<file path="config.mk">
export PLATFORM = sky130hd
export DESIGN_NAME = sosu_scan_ctrl_flat
export DESIGN_NICKNAME = d
export VERILOG_FILES = /design/src/rtl/sosu_pkg.sv /design/src/rtl/sosu_scan_ctrl_if.sv /design/src/rtl/sosu_scan_ctrl.sv /design/src/flat_wrapper.sv
export SDC_FILE = /design/constraint.sdc
export NUM_CORES = 1
export LEC_CHECK = 0
export ABC_AREA = 1
export CORE_ASPECT_RATIO = 0.6
export CORE_MARGIN = 3
export CORE_UTILIZATION = 45
export CTS_BUF_LIST = sky130_fd_sc_hd__clkbuf_16
export DETAILED_ROUTE_END_ITERATION = 6
export GPL_TIMING_DRIVEN = 1
export PLACE_DENSITY = 0.73
export SYNTH_ARGS = -nofsm -noshare
export SYNTH_HDL_FRONTEND = slang
export SYNTH_SLANG_ARGS = --single-unit
</file>
<file path="constraint.sdc">
create_clock -name clk -period 4.1 [get_ports clk]
set_input_delay 0.82 -clock clk [delete_from_list [all_inputs] [get_ports clk]]
set_output_delay 0.82 -clock clk [all_outputs]
set_load 0.02 [all_outputs]
</file>
<file path="src/rtl/sosu_pkg.sv">
// Shared types and constants for the sosu prime checker and its scan sequencer.
package sosu_pkg;

  localparam int unsigned SOSU_W = 4;

  typedef enum logic [1:0] {
    IDLE  = 2'd0,
    CHECK = 2'd1,
    EMIT  = 2'd2,
    DONE  = 2'd3
  } state_t;

  // Count must hold 2^W when every candidate is prime-reported, hence one extra bit.
  function automatic int unsigned cnt_w(input int unsigned w);
    return w + 1;
  endfunction

endpackage

</file>
<file path="src/rtl/sosu_scan_ctrl_if.sv">
// Host command and prime stream bundle for sosu_scan_ctrl.
interface sosu_scan_ctrl_if
  import sosu_pkg::*;
#(
  parameter int unsigned W = SOSU_W
);
  logic             start;
  logic [W-1:0]     lo;
  logic [W-1:0]     hi;
  logic             p_valid;
  logic [W-1:0]     p_data;
  logic             p_ready;
  logic             busy;
  logic             done;
  logic [W:0]       count;

  modport master (
    output start, lo, hi, p_ready,
    input  p_valid, p_data, busy, done, count
  );

  modport slave (
    input  start, lo, hi, p_ready,
    output p_valid, p_data, busy, done, count
  );
endinterface

</file>
<file path="src/rtl/sosu_scan_ctrl.sv">
// Sweeps lo..hi through the sosu checker and streams primes over valid/ready.
// Optional SOSU_SCAN_SKIP_EVEN_EN: even candidates above 2 are skipped.
module sosu_scan_ctrl
  import sosu_pkg::*;
#(
  parameter int unsigned W = SOSU_W
) (
  input  logic              clk,
  input  logic              rst_n,
  sosu_scan_ctrl_if.slave   bus,
  output logic [W-1:0]      chk_a,
  input  logic              chk_y
);

  localparam int unsigned CW = cnt_w(W);

  state_t          state_q, state_d;
  logic [W-1:0]    hi_q, hi_d;
  logic [W-1:0]    chk_a_d;
  logic [W-1:0]    p_data_q, p_data_d;
  logic            p_valid_q, p_valid_d;
  logic            busy_q, busy_d;
  logic            done_q, done_d;
  logic [CW-1:0]   count_q, count_d;

  logic [CW-1:0]   first_c, next_c;
  logic            last_c, empty_c;

  // First candidate, successor and end test, all in W+1 bits so hi=2^W-1 never wraps.
  always_comb begin
`ifdef SOSU_SCAN_SKIP_EVEN_EN
    first_c = (!bus.lo[0] && (bus.lo > W'(2))) ? ({1'b0, bus.lo} + CW'(1)) : {1'b0, bus.lo};
    next_c  = {1'b0, chk_a} + ((chk_a < W'(3)) ? CW'(1) : CW'(2));
    last_c  = (next_c > {1'b0, hi_q});
`else
    first_c = {1'b0, bus.lo};
    next_c  = {1'b0, chk_a} + CW'(1);
    last_c  = (chk_a == hi_q);
`endif
    empty_c = (first_c > {1'b0, bus.hi});
  end

  // State and registered outputs.
  always_ff @(posedge clk or negedge rst_n) begin
    if (!rst_n) begin
      state_q   <= IDLE;
      hi_q      <= '0;
      chk_a     <= '0;
      p_data_q  <= '0;
      p_valid_q <= 1'b0;
      busy_q    <= 1'b0;
      done_q    <= 1'b0;
      count_q   <= '0;
    end else begin
      state_q   <= state_d;
      hi_q      <= hi_d;
      chk_a     <= chk_a_d;
      p_data_q  <= p_data_d;
      p_valid_q <= p_valid_d;
      busy_q    <= busy_d;
      done_q    <= done_d;
      count_q   <= count_d;
    end
  end

  // Next-state logic.
  always_comb begin
    state_d = state_q;
    unique case (state_q)
      IDLE:    if (bus.start) state_d = empty_c ? DONE : CHECK;
      CHECK:   if (chk_y) state_d = EMIT;
               else if (last_c) state_d = DONE;
      EMIT:    if (bus.p_ready) state_d = last_c ? DONE : CHECK;
      DONE:    state_d = IDLE;
      default: state_d = IDLE;
    endcase
  end

  // Datapath and output next values; flags follow the state being entered.
  always_comb begin
    hi_d      = hi_q;
    chk_a_d   = chk_a;
    p_data_d  = p_data_q;
    count_d   = count_q;
    unique case (state_q)
      IDLE: if (bus.start) begin
        hi_d    = bus.hi;
        chk_a_d = W'(first_c);
        count_d = '0;
      end
      CHECK: begin
        if (chk_y)        p_data_d = chk_a;
        else if (!last_c) chk_a_d  = W'(next_c);
      end
      EMIT: if (bus.p_ready) begin
        count_d = count_q + CW'(1);
        if (!last_c) chk_a_d = W'(next_c);
      end
      default: ;
    endcase
    p_valid_d = (state_d == EMIT);
    busy_d    = (state_d == CHECK) || (state_d == EMIT);
    done_d    = (state_d == DONE);
  end

  assign bus.p_valid = p_valid_q;
  assign bus.p_data  = p_data_q;
  assign bus.busy    = busy_q;
  assign bus.done    = done_q;
  assign bus.count   = count_q;

endmodule
</file>
<file path="src/flat_wrapper.sv">
// flat-port wrapper written by rule: the top's interface ports become plain ports
module sosu_scan_ctrl_flat import sosu_pkg::*;
#(
  parameter int unsigned W = SOSU_W
)
  (clk, rst_n, chk_a, chk_y, bus_start, bus_lo, bus_hi, bus_p_ready, bus_p_valid, bus_p_data, bus_busy, bus_done, bus_count);
  sosu_scan_ctrl_if #(.W(W)) bus_i ();
  input  logic clk;
  input  logic rst_n;
  output logic [W-1:0] chk_a;
  input  logic chk_y;
  input wire logic [$bits(bus_i.start)-1:0] bus_start;
  input wire logic [$bits(bus_i.lo)-1:0] bus_lo;
  input wire logic [$bits(bus_i.hi)-1:0] bus_hi;
  input wire logic [$bits(bus_i.p_ready)-1:0] bus_p_ready;
  output wire logic [$bits(bus_i.p_valid)-1:0] bus_p_valid;
  output wire logic [$bits(bus_i.p_data)-1:0] bus_p_data;
  output wire logic [$bits(bus_i.busy)-1:0] bus_busy;
  output wire logic [$bits(bus_i.done)-1:0] bus_done;
  output wire logic [$bits(bus_i.count)-1:0] bus_count;
  assign bus_i.start = bus_start;
  assign bus_i.lo = bus_lo;
  assign bus_i.hi = bus_hi;
  assign bus_i.p_ready = bus_p_ready;
  assign bus_p_valid = bus_i.p_valid;
  assign bus_p_data = bus_i.p_data;
  assign bus_busy = bus_i.busy;
  assign bus_done = bus_i.done;
  assign bus_count = bus_i.count;
  sosu_scan_ctrl #(.W(W)) u_core (.clk(clk), .rst_n(rst_n), .bus(bus_i), .chk_a(chk_a), .chk_y(chk_y));
endmodule
</file>
==> results.txt <==
The first global-routing pass estimated 4560 um of wire. Total negative slack for setup checks: 0 ps. In the final layout, the share of cells above drive strength 1 is 5.26%. The sequential cell fraction of total power is 30.0%, and the fraction of power spent switching nets is 44.0%.

The tools report the total global routing overflow as 0. The logs give 0 for the max capacitance violation total and 0.560 mW for the net switching power figure. The critical path starts at bus_hi[3].

Setup repair after global routing left no endpoint under its margin. Combinational logic burns 53.6% of the power. At the later pin of the worst-skew pair, clock insertion delay measures 260 ps. Effective utilization at floorplan: 49.3%. The number of nets in the synthesized netlist is 183. The number of cells traversed by the worst register-to-register path works out to 9. In this run, distinct cell masters in the synthesized netlist total 27. Width of the die: 75.1 um.

After detailed routing, the total wire length is 2790 um. After synthesis, the cell types taking the most area are sky130_fd_sc_hd__dfrtp_1, sky130_fd_sc_hd__nand2_1, sky130_fd_sc_hd__ha_1. The synthesized design spends more area on one cell type than any other, namely sky130_fd_sc_hd__dfrtp_1. Root buffer selected by CTS: sky130_fd_sc_hd__clkbuf_16. The most common cell in the synthesized netlist is sky130_fd_sc_hd__nand2_1. The count of endpoints failing setup in the final report is 0. Of the synthesized area, sequential elements account for 42.8%. The final max-slew violation count came out at 0. The tools report the area of the core as 2610 um^2. The detailed-router iteration count before antenna repair came out at 4. In this run, synthesis inferred 0 flip-flops with an integrated enable.

The final hold violation count was 0; the worst setup slack for register-to-register paths was 2150 ps. At the worst endpoint, the required time is 4260 ps. In this run the remaining antenna-violating nets after routing total 0.

The final period utilization was 56.1%; the maximum clock frequency was 0.435 GHz. The via count of the first global-routing pass is 992, and the layout-stage area growth over the synthesis result is 30.1%. After synthesis the netlist holds a flip-flop and latch count of 22. For the pin with the worst max-slew slack, the measured transition is 985 ps. After detailed routing, the average wire length per cell comes to 12.5 um. The worst-case IR drop observed on VDD is 0.322 mV. In this run the tool buffered the top-level ports with 28 buffer cells.

The diode insertion count for antenna repair is 0, and the final worst-path setup slack is 1800 ps. In this run, the number of DRC markers left after iteration 0 of detailed routing was 63. The number of instances in the synthesized netlist is 159. The startpoint identified for the worst hold timing path is u_core.bus.p_data[3]. Entering global routing, the biggest net connects 23 pins. Total DRC errors in the routed layout: 0.

Buffers inserted to repair hold after CTS numbered 0. TritonCTS built the clock tree. The die covers 3560 um^2. The total of cells resized after clock tree synthesis came out at 0. The termination of the worst setup path is u_core.bus.busy. Ranked by instance count, the synthesized netlist is headed by sky130_fd_sc_hd__nand2_1, sky130_fd_sc_hd__inv_1, sky130_fd_sc_hd__dfrtp_1, sky130_fd_sc_hd__o21ai_0, sky130_fd_sc_hd__ha_1.

After the last flow step, the layout net total stands at 215. The worst path in the final design needs a cycle of 2300 ps, including I/O delays and setup. TritonCTS created 3 clock buffers. A synthesized cell averages 8.10 um^2. Type of the most critical hold path: reg2reg.

At the end of routability-driven placement, the weighted congestion stood at 0.834. Clock tree synthesis found a total of 22 sinks. The type of element capturing the critical path is a flop. Pin placement for this block handled 29 I/O pins. Prior to clock tree synthesis, the placed netlist has a worst setup slack of 1520 ps.

For the met2 track demand over resource in global routing, the log shows 25.4%. The critical path in this run is classified as in2reg. The tools report the startpoint class of the critical path as an input pin.

In this run the tightest slew margin relative to its limit is 34.2%. The logs give 0 for the initial antenna violation count and 0.834 nW for the reported leakage power. In this run the cell area of the synthesized design comes to 1290 um^2. Across all layers, the routed design uses 1083 vias. After legalization and detailed placement, the total HPWL measured 2190 um.

Layer with the highest usage after global routing: met2. In this run the critical register-to-register path is launched from u_core.state_q[1]. For this run, the number of Yosys warnings is 0. Among all flip-flop cells after synthesis, the most frequent one is sky130_fd_sc_hd__dfrtp_1. For the internal power consumption, the log shows 0.712 mW. In this run the core area contains 14 standard-cell rows. The number of H-tree levels is 1. Of all nets on the critical path, the largest fanout is 3. Met1 layer usage reported by global route: 25.0%. The height of the die came out at 47.4 um. The run finished with clean final reports. The tools report the met3 usage as 6.71%. The worst reg2reg path endpoint is u_core.bus.count[4].

For this design the ratio of total power to cell area is 759 nW/um^2. The via density per instance is 4.88, and the final core utilization is 64.2%. The share of synthesized registers carrying an async set or reset was 100%.

Data arrives at the worst endpoint at 2460 ps. After clock tree synthesis, the clock-pin slew on the worst setup and hold paths is 60 ps. Buffers added to address setup during post-CTS repair amount to 0.

Counting along the longest clock path gives a buffer depth of 2. The total global-route track usage is 17.9%, and the part of the total power dissipated in the clock network is 16.4%. Portion of synthesized cell area occupied by the leading cell type: 42.8%. On the final layout, the worst clock skew is 2.97 ps.
==> through the flow <==
step / hold slack [ps] / power (mW) / instance area, um^2 / instances
2_1_floorplan: 474 / 0.837 / 1290 / 159
3_3_place_gp: 465 / 1.04 / 1600 / 218
3_5_place_dp: 475 / 1.07 / 1600 / 218
4_1_cts: 489 / 1.28 / 1680 / 222
5_1_grt: 513 / 1.38 / 1680 / 222
6_report: 480 / 1.27 / 1680 / 222
==> final cells by class <==
class,instances,area [um^2]
repair buffers,28,280
multi-input cells,111,632
flip-flops and latches,22,551
fillers,226,935
well taps,32,40.0
inverters,25,93.8
clock buffers,3,75.1
clock inverters,1,3.75
==> registers in the layout (all words and copies together), names as in the netlist <==
| name | cells |
|---|---|
| u_core.bus.count | 5 |
| u_core.bus.p_data | 4 |
| u_core.chk_a | 4 |
| u_core.hi_q | 4 |
| u_core.state_q | 2 |
| u_core.bus.busy | 1 |
| u_core.bus.done | 1 |
| u_core.bus.p_valid | 1 |
==> power groups by stage <==
stage	Sequential [mW]	Combinational, mW	Clock [mW]
5_1_grt	0.395	0.768	0.220
2_1_floorplan	0.434	0.404	0
4_1_cts	0.382	0.685	0.212
3_5_place_dp	0.385	0.682	0
3_3_place_gp	0.378	0.658	0
6_report	0.382	0.682	0.208
==> cells in the final DEF (no fill, tap or decap), types with 2 or more instances in the layout <==
cell                              Yosys  routed
sky130_fd_sc_hd__mux2i_1              2       2
sky130_fd_sc_hd__xor2_1               2       2
sky130_fd_sc_hd__o21ai_0             15      15
sky130_fd_sc_hd__ha_1                11      11
sky130_fd_sc_hd__dfrtp_1             22      22
sky130_fd_sc_hd__nand2_1             44      44
sky130_fd_sc_hd__inv_1               24      24
sky130_fd_sc_hd__a21oi_1              9       9
sky130_fd_sc_hd__nand3_1              4       4
sky130_fd_sc_hd__nor2_1               9       9
sky130_fd_sc_hd__clkdlybuf4s50_1      0      28
sky130_fd_sc_hd__clkbuf_16            0       3
==> routing by layer <==
metal  vias up  share of wire, %
met5         -                 0
met4         0               1.5
met3         5               5.8
met2        28                40
met1       475                53
li1        575                 -
==> worst min path at each step <==
stage,endpoint,slack [ps],depth (start not counted)
floorplan,u_core.hi_q[1],470,2
global placement,u_core.bus.p_data[1],470,2
detailed placement,u_core.bus.p_data[3],470,2
CTS,u_core.bus.p_data[3],490,2
global route,u_core.bus.p_data[3],510,2
finish,u_core.bus.p_data[3],480,2
==> worst max-delay path: stages <==
cell                              delay, ps
sky130_fd_sc_hd__clkdlybuf4s50_1        450
sky130_fd_sc_hd__inv_1                   50
sky130_fd_sc_hd__ha_1                   320
sky130_fd_sc_hd__a21oi_1                140
sky130_fd_sc_hd__o21ai_0                 90
sky130_fd_sc_hd__nand2_1                 70
sky130_fd_sc_hd__nand2_1                 50
sky130_fd_sc_hd__nand2_1                100
sky130_fd_sc_hd__nand2_1                 70
sky130_fd_sc_hd__ha_1                   270
sky130_fd_sc_hd__inv_1                   30
==> logic make-up after synthesis <==
| group | synth area share [%] |
|---|---|
| flip-flops | 42.8 |
| XOR/XNOR | 1.36 |
| buffers and inverters | 8.16 |
| AND/OR/NAND/NOR | 20.6 |
| multiplexers | 1.55 |
| adder cells (fa/ha/maj) | 10.7 |
| AO/OA/AOI/OAI | 14.9 |
Note: power is estimated with default switching activity, not from simulation.
